### src/rtl/core_pipe_fetch.sv
// core_pipe_fetch: instruction fetch front end with a small prefetch FIFO.
//
// A three-state fetch FSM (idle / request / wait) issues one word-aligned read at a time to
// a shared instruction RAM port. Each response is pushed with its address into a FIFO that
// feeds decode. A redirect from execute reloads the fetch PC, flushes the FIFO and discards
// any response still in flight.
//
// Ports:
//   clk, rst_n          clock (rising edge), asynchronous active-low reset
//   redirect_valid/pc   control-flow change from execute
//   mem_hold            data side owns the RAM port; suppresses new requests
//   ram_req/addr        read request (held stable until ram_gnt)
//   ram_gnt             request accepted
//   ram_rvalid/rdata    read response
//   id_valid/ready      FIFO head handshake to decode
//   id_pc/instr         oldest FIFO entry
//   fifo_count          occupied FIFO entries
module core_pipe_fetch #(
  parameter int unsigned DEPTH    = 4,
  parameter logic [31:0] RESET_PC = 32'h0000_0000,
  parameter int unsigned CNT_W    = $clog2(DEPTH + 1)
) (
  input  logic             clk,
  input  logic             rst_n,
  input  logic             redirect_valid,
  input  logic [31:0]      redirect_pc,
  input  logic             mem_hold,
  output logic             ram_req,
  output logic [31:0]      ram_addr,
  input  logic             ram_gnt,
  input  logic             ram_rvalid,
  input  logic [31:0]      ram_rdata,
  output logic             id_valid,
  input  logic             id_ready,
  output logic [31:0]      id_pc,
  output logic [31:0]      id_instr,
  output logic [CNT_W-1:0] fifo_count
);

  localparam int unsigned PtrW = (DEPTH > 1) ? $clog2(DEPTH) : 1;

  typedef enum logic [1:0] {StIdle, StReq, StWait} state_e;

  state_e      state_q, state_d;
  logic [31:0] fetch_pc_q, fetch_pc_d;
  logic [31:0] ram_addr_q, ram_addr_d;
  logic        ram_req_q, ram_req_d;
  logic        kill_q, kill_d;

  logic [CNT_W-1:0] count_q, count_d;
  logic [PtrW-1:0]  wr_ptr_q, wr_ptr_d;
  logic [PtrW-1:0]  rd_ptr_q, rd_ptr_d;
  logic [31:0]      pc_mem    [DEPTH];
  logic [31:0]      instr_mem [DEPTH];

  logic [31:0] redirect_tgt;
  logic        fifo_full;
  logic        push;
  logic        pop;
  logic        unused_redirect_lsbs;

  assign redirect_tgt         = {redirect_pc[31:2], 2'b00};
  assign unused_redirect_lsbs = ^redirect_pc[1:0];
  assign fifo_full            = (count_q == CNT_W'(DEPTH));
  assign pop                  = (count_q != '0) && id_ready;

  // Fetch FSM. A request is only issued with a free FIFO slot, and only one is ever in
  // flight, so the response always has room even if decode stalls meanwhile.
  always_comb begin
    state_d    = state_q;
    fetch_pc_d = fetch_pc_q;
    ram_addr_d = ram_addr_q;
    ram_req_d  = ram_req_q;
    kill_d     = kill_q;
    push       = 1'b0;
    case (state_q)
      StIdle: begin
        if (redirect_valid) begin
          fetch_pc_d = redirect_tgt;
        end else if (!mem_hold && !fifo_full) begin
          state_d    = StReq;
          ram_req_d  = 1'b1;
          ram_addr_d = fetch_pc_q;
        end
      end
      StReq: begin
        // mem_hold is deliberately ignored here: an issued request is never withdrawn.
        if (ram_gnt) begin
          state_d    = StWait;
          ram_req_d  = 1'b0;
          fetch_pc_d = redirect_valid ? redirect_tgt : fetch_pc_q + 32'd4;
          kill_d     = redirect_valid;
        end else if (redirect_valid) begin
          state_d    = StIdle;
          ram_req_d  = 1'b0;
          fetch_pc_d = redirect_tgt;
        end
      end
      StWait: begin
        if (ram_rvalid) begin
          push    = !kill_q && !redirect_valid;
          kill_d  = 1'b0;
          state_d = StIdle;
          if (redirect_valid) begin
            fetch_pc_d = redirect_tgt;
          end
        end else if (redirect_valid) begin
          kill_d     = 1'b1;
          fetch_pc_d = redirect_tgt;
        end
      end
      default: begin
        state_d   = StIdle;
        ram_req_d = 1'b0;
        kill_d    = 1'b0;
      end
    endcase
  end

  always_ff @(posedge clk or negedge rst_n) begin
    if (!rst_n) begin
      state_q    <= StIdle;
      fetch_pc_q <= RESET_PC;
      ram_addr_q <= '0;
      ram_req_q  <= 1'b0;
      kill_q     <= 1'b0;
    end else begin
      state_q    <= state_d;
      fetch_pc_q <= fetch_pc_d;
      ram_addr_q <= ram_addr_d;
      ram_req_q  <= ram_req_d;
      kill_q     <= kill_d;
    end
  end

  // FIFO bookkeeping; a redirect flushes and wins over any same-cycle push or pop.
  always_comb begin
    wr_ptr_d = wr_ptr_q;
    rd_ptr_d = rd_ptr_q;
    count_d  = count_q;
    if (redirect_valid) begin
      wr_ptr_d = '0;
      rd_ptr_d = '0;
      count_d  = '0;
    end else begin
      if (push) begin
        wr_ptr_d = wr_ptr_q + PtrW'(1);
      end
      if (pop) begin
        rd_ptr_d = rd_ptr_q + PtrW'(1);
      end
      case ({push, pop})
        2'b10:   count_d = count_q + CNT_W'(1);
        2'b01:   count_d = count_q - CNT_W'(1);
        default: count_d = count_q;
      endcase
    end
  end

  always_ff @(posedge clk or negedge rst_n) begin
    if (!rst_n) begin
      wr_ptr_q <= '0;
      rd_ptr_q <= '0;
      count_q  <= '0;
    end else begin
      wr_ptr_q <= wr_ptr_d;
      rd_ptr_q <= rd_ptr_d;
      count_q  <= count_d;
    end
  end

  // Storage needs no reset; entries are only visible while counted.
  always_ff @(posedge clk) begin
    if (push) begin
      pc_mem[wr_ptr_q]    <= ram_addr_q;
      instr_mem[wr_ptr_q] <= ram_rdata;
    end
  end

  assign ram_req    = ram_req_q;
  assign ram_addr   = ram_addr_q;
  assign fifo_count = count_q;
  assign id_valid   = (count_q != '0);
  assign id_pc      = pc_mem[rd_ptr_q];
  assign id_instr   = instr_mem[rd_ptr_q];

endmodule

### config.mk
export PLATFORM = sky130hd
export DESIGN_NAME = core_pipe_fetch
export DESIGN_NICKNAME = d
export VERILOG_FILES = /design/src/rtl/core_pipe_fetch.sv
export SDC_FILE = /design/constraint.sdc
export NUM_CORES = 1
export LEC_CHECK = 0
export CAP_MARGIN = 20
export CORE_UTILIZATION = 68
export CTS_CLUSTER_SIZE = 8
export DETAILED_ROUTE_END_ITERATION = 8
export DONT_BUFFER_PORTS = 1
export PLACE_DENSITY = 0.93
export SLEW_MARGIN = 20
export SYNTH_ARGS = -nofsm -noshare
export SYNTH_HDL_FRONTEND = slang
export SYNTH_SLANG_ARGS = --single-unit
### constraint.sdc
create_clock -name clk -period 8.1 [get_ports clk]
set_input_delay 1.62 -clock clk [delete_from_list [all_inputs] [get_ports clk]]
set_output_delay 1.62 -clock clk [all_outputs]
set_load 0.02 [all_outputs]
# After elaboration in Yosys (flattened, before gate mapping)

Memories as Yosys holds them, arrays and structs flattened.
Index checks and enable logic that the tools add are counted.

Bits in read-only memories: 0
Memories kept: 2
Latch bits: 0
Memory bits (writable): 256
Register bits: 75

Memory list:

| name      | words | bits a word | rd ports | clocked after memory_dff | wr ports | line | source |
|---|---|---|---|---|---|---|---|
| instr_mem | 4     | 32          | 1        | 0                        | 1        | 54   | `logic [31:0] instr_mem [DEPTH];` |
| pc_mem    | 4     | 32          | 1        | 0                        | 1        | 53   | `logic [31:0] pc_mem [DEPTH];` |

$add $sub $neg: 5
Shift-type cells: 0
Order comparisons: 0
Reductions and logical operators: 18
$mul: 0
Muxes and demuxes: 29
Bitwise gates (word level): 3
Equal/unequal tests: 11
Divide/modulo/power cells: 0

Operators with widths:

| kind                  | count |
|---|---|
| $mux 32               | 3 |
| $pmux 32 s2           | 1 |
| $add 32x3->32 const B | 1 |
| $mux 2                | 9 |
| $mux 1                | 11 |
| $ne 2x2->1 const B    | 4 |
| $reduce_and 4->1      | 2 |
| $ne 3x3->1 const B    | 2 |
| $pmux 1 s3            | 2 |
| $pmux 2 s3            | 1 |
| $pmux 3 s2            | 1 |
| $reduce_and 3->1      | 2 |
| $reduce_bool 2->1     | 3 |
| $reduce_bool 3->1     | 2 |
| $add 2x1->2 const B   | 2 |
| $eq 2x1->1 const B    | 2 |
| $eq 2x2->1 const B    | 2 |
| $logic_not 1->1       | 4 |
| $add 3x1->3 const B   | 1 |
| $eq 3x3->1 const B    | 1 |
| $logic_and 1x1->1     | 3 |
| $mux 3                | 1 |
| $not 1->1             | 3 |
| $sub 3x1->3 const B   | 1 |
| other kinds (2)       | 2 |

# Depth between registers and ports, before layout

Word-level depth: 7
Depth in mapped cells: 10
Depth with buffers taken out: 9

# Least setup slack after synthesis

OpenSTA, ideal clock, no wires.

Path type: input -> register
Start point: input redirect_valid
End point: memory instr_mem[0][0], enable pin
Stages: 4
Data arrival time: 4063 ps
Path slack: 3608 ps
Path buffers: 2
Cells stage by stage: buf_2 -> nor4bb_1 -> clkbuf_1 -> and2_1

Cells in the longest elaborated chain, start to end: 6

Ends and longest elaborated chain:

| item                         | line | source |
|---|---|---|
| start, declared              | 25   | `input logic redirect_valid,` |
| $logic_not 1->1              | 101  | `push = !kill_q && !redirect_valid;` |
| $logic_and 1x1->1            | 101  |  |
| $mux 1                       | 100  | `if (ram_rvalid) begin` |
| $mux 1                       | 76   | `case (state_q)` |
| $mux 1                       | 174  | `if (push) begin` |
| $mux 1 (implied by the code) | 176  | `instr_mem[wr_ptr_q] <= ram_rdata;` |
| end, declared                | 54   |  |

No other way between the ends.

# Worst setup path after layout

Start point: register rd_ptr_q[0]
End point: output id_pc[2]

Cells in the longest elaborated chain, start to end: 1

Ends and longest elaborated chain:

| item                   | line | source |
|---|---|---|
| start, declared        | 52   | `logic [PtrW-1:0] rd_ptr_q, rd_ptr_d;` |
| start signal, assigned | 167  | `rd_ptr_q <= rd_ptr_d;` |
| $mem_v2 4x32           | -    |  |
| end, declared          | 35   | `output logic [31:0] id_pc,` |

No other way between the ends.

==> out/qor.yml <==
status: "completed"
rows: 50
peakVddDrop_v: 0.000285
cts_hold_buf: 0
ant_nets: 0
cts_root_buffer: "clkbuf_16"
fin_setup_tns_ns: 0
tightest_slew_ns: 0.995
skew_ns: 0.0221
layout-drive-gt1-share: 0.232
p_int_mw: 3.49
synth_top_area_share: 0.590
ys_seq_area_frac: 0.733
yosys_register_bits: 331
first_pass_iters: 7
met1_usage: 0.373
yosysMostFrequentCell: "edfxtp_1"
dp_hpwl_um: 15100
crit_arrival_ns: 2.84
netlist_area_mm2: 0.0130
relSlewSlack: 0.337
synthDistinctLibCells: 56
timing.final.crit_share: 0.551
post_cts_buffers: 0
max_stage_delay_ns: 0.87
p_per_area_mw_per_mm2: 341
period_minus_slack_ns: 4.46
cts.repair.resized: 0
layout.nets: 798
routabilityCongestion: 0.861
antenna_found_initial: 0
drt_wl_total_um: 27800
cp_slowest_cell: "dfrtp_4"
worstPathRequired_ns: 6.48
grt_util_met3: 0.0862
seq_power_share: 0.493
port_buffers: 0
final_core_util: 0.775
fmax_mhz: 224
combPwrFrac: 0.162
start_util: 0.695
areaGrowthSynthToFinish_pct: 11.5
fp.dieH_um: 140
grt_overflow: 0
hold_path_class: "reg2reg"
grt.busiest_layer: "met2"
synth_warnings: 0
critPathLaunchType: "flip-flop"
power_switching_mw: 1.47
cts_made_buffers: 47
drv_slew: 0
stdcell_count: 968
clk_latency_ns: 0.53
cts.sinks: 331
power.leakage_nw: 4.89
clk_pin_slew_worst_paths_ns: 0.05
hold_viol: 0
cts_tree: "yes"
yosys.area.top_type: "edfxtp_1"
syn_nets: 777
grt_max_degree: 76
setup_viol: 0
holdWs_ns: 0.494
async_flop_share: 0.227
rsz0062_at_grt: "no"
dieArea_mm2: 0.0197
core_area_mm2: 0.0188
p_clk_frac: 0.345
netlist_instances: 696
num_antenna_cells: 0
dp.cells: 902
grt_use_total: 0.294
htreeDepth: 2
synth-edff-count: 256
drt_iter0_drc: 632
grt_pass1_wl_um: 42800
yosys-top-cells-count: "edfxtp_1 (256), dfrtp_1 (75), mux4_2 (64)"
met2_usage: 0.497
vias: 6838
pin_count: 172
maxCapViolations: 0
ys_top_cells_by_area: "edfxtp_1 (59%), dfrtp_1 (14%), mux4_2 (11%)"
via_per_inst: 7.06
first_global_vias: 7294
ys.flop_type: "edfxtp_1"
swShare: 0.296
cts_buffer_depth: 3
path_cells: "buf_4 -> mux4_2"
crit_type: "reg2out"
drc: 0
die_w_um: 140
synth_area_per_cell_um2: 18.7
wl_per_cell_um: 28.7
endpoint_kind: "output port"
cp_max_fo: 34
[metal layers]
metal  wire (um)  vias to the layer above
li1            -                     2859
met1       10300                     3561
met2       14400                      356
met3        2550                       62
met4         554                        0
met5           0                        -
[cell type report]
type                    count  area [um2]
clock buffers              63        1260
clock inverters             3        32.5
fillers                   950        4220
inverters                  12        45.0
multi-input cells         320        3310
flip-flops and latches    331        9570
well taps                 234         293
repair buffers              5        37.5
[sequential cells by signal (all words and copies together), names as in the netlist]
register / cells
fetch_pc_q: 32
pc_mem: 128
kill_q: 1
ram_req: 1
instr_mem: 128
rd_ptr_q: 2
state_q: 2
ram_addr: 32
wr_ptr_q: 2
fifo_count: 3
[path summary, 6_finish.rpt]
check | from | to | slack, ns | depth (start not counted)
worst min register to register | fetch_pc_q[1]$_DFFE_PN0P_ | fetch_pc_q[1]$_DFFE_PN0P_ | 0.49 | 1
worst max-delay path | rd_ptr_q[0]$_DFFE_PN0P_ | id_pc[2] | 3.64 | 2
min in group asynchronous | rst_n | fetch_pc_q[31]$_DFFE_PN0P_ | 0.78 | 0
max in group asynchronous | rst_n | ram_addr[1]$_DFFE_PN0P_ | 7.21 | 0
worst min-delay path | fetch_pc_q[1]$_DFFE_PN0P_ | fetch_pc_q[1]$_DFFE_PN0P_ | 0.49 | 1
worst max register to register | state_q[0]$_DFFE_PN0P_ | instr_mem[1][29]$_DFFE_PP_ | 5.50 | 5
[critical path, delay by kind of cell, from the launching register on]
kind / cells / cell delay, ns
buffers and inverters: 1 / 0.66
DFF: 1 / 0.87
muxes: 1 / 0.70
[stage by stage]
step	area (um2)	worst slack (ns)	total power, mW
2_1_floorplan	13000	3.61	3.05
3_3_place_gp	13300	4.20	3.20
3_5_place_dp	13300	4.16	3.26
4_1_cts	14500	3.54	4.98
5_1_grt	14500	3.44	5.12
6_report	14500	3.64	4.96
[power by group through the flow]
stage | registers (mW) | logic [mW] | clock network [mW]
after detailed placement | 2.47 | 0.787 | 0
after CTS | 2.45 | 0.805 | 1.73
after global placement | 2.45 | 0.746 | 0
after floorplan | 2.33 | 0.724 | 0
final | 2.45 | 0.801 | 1.71
after global routing | 2.47 | 0.853 | 1.80
[layout by cell type (no fill, tap or decap), drive strengths merged, types with 4 or more instances in the layout]
cell and count:
a21oi 18, a22oi 14, and2 7, buf 5, clkbuf 63, dfrtp 75, edfxtp 256, ha 9
inv 12, mux2 32, mux2i 4, mux4 64, nand2 21, nand2b 4, nand3 26, nand4 9
nor2 22, nor3 8, nor3b 5, nor4 5, o211ai 6, o21ai 9, o22ai 11, o311ai 4
or3 4, or4 6
[logic make-up after synthesis]
group | share of synthesized area
XOR/XNOR | 0.00336
flip-flops | 0.733
adder cells (fa/ha/maj) | 0.0102
buffers and inverters | 0.0136
AO/OA/AOI/OAI | 0.0438
multiplexers | 0.141
AND/OR/NAND/NOR | 0.0544
Power figures use the tool's default switching activity.
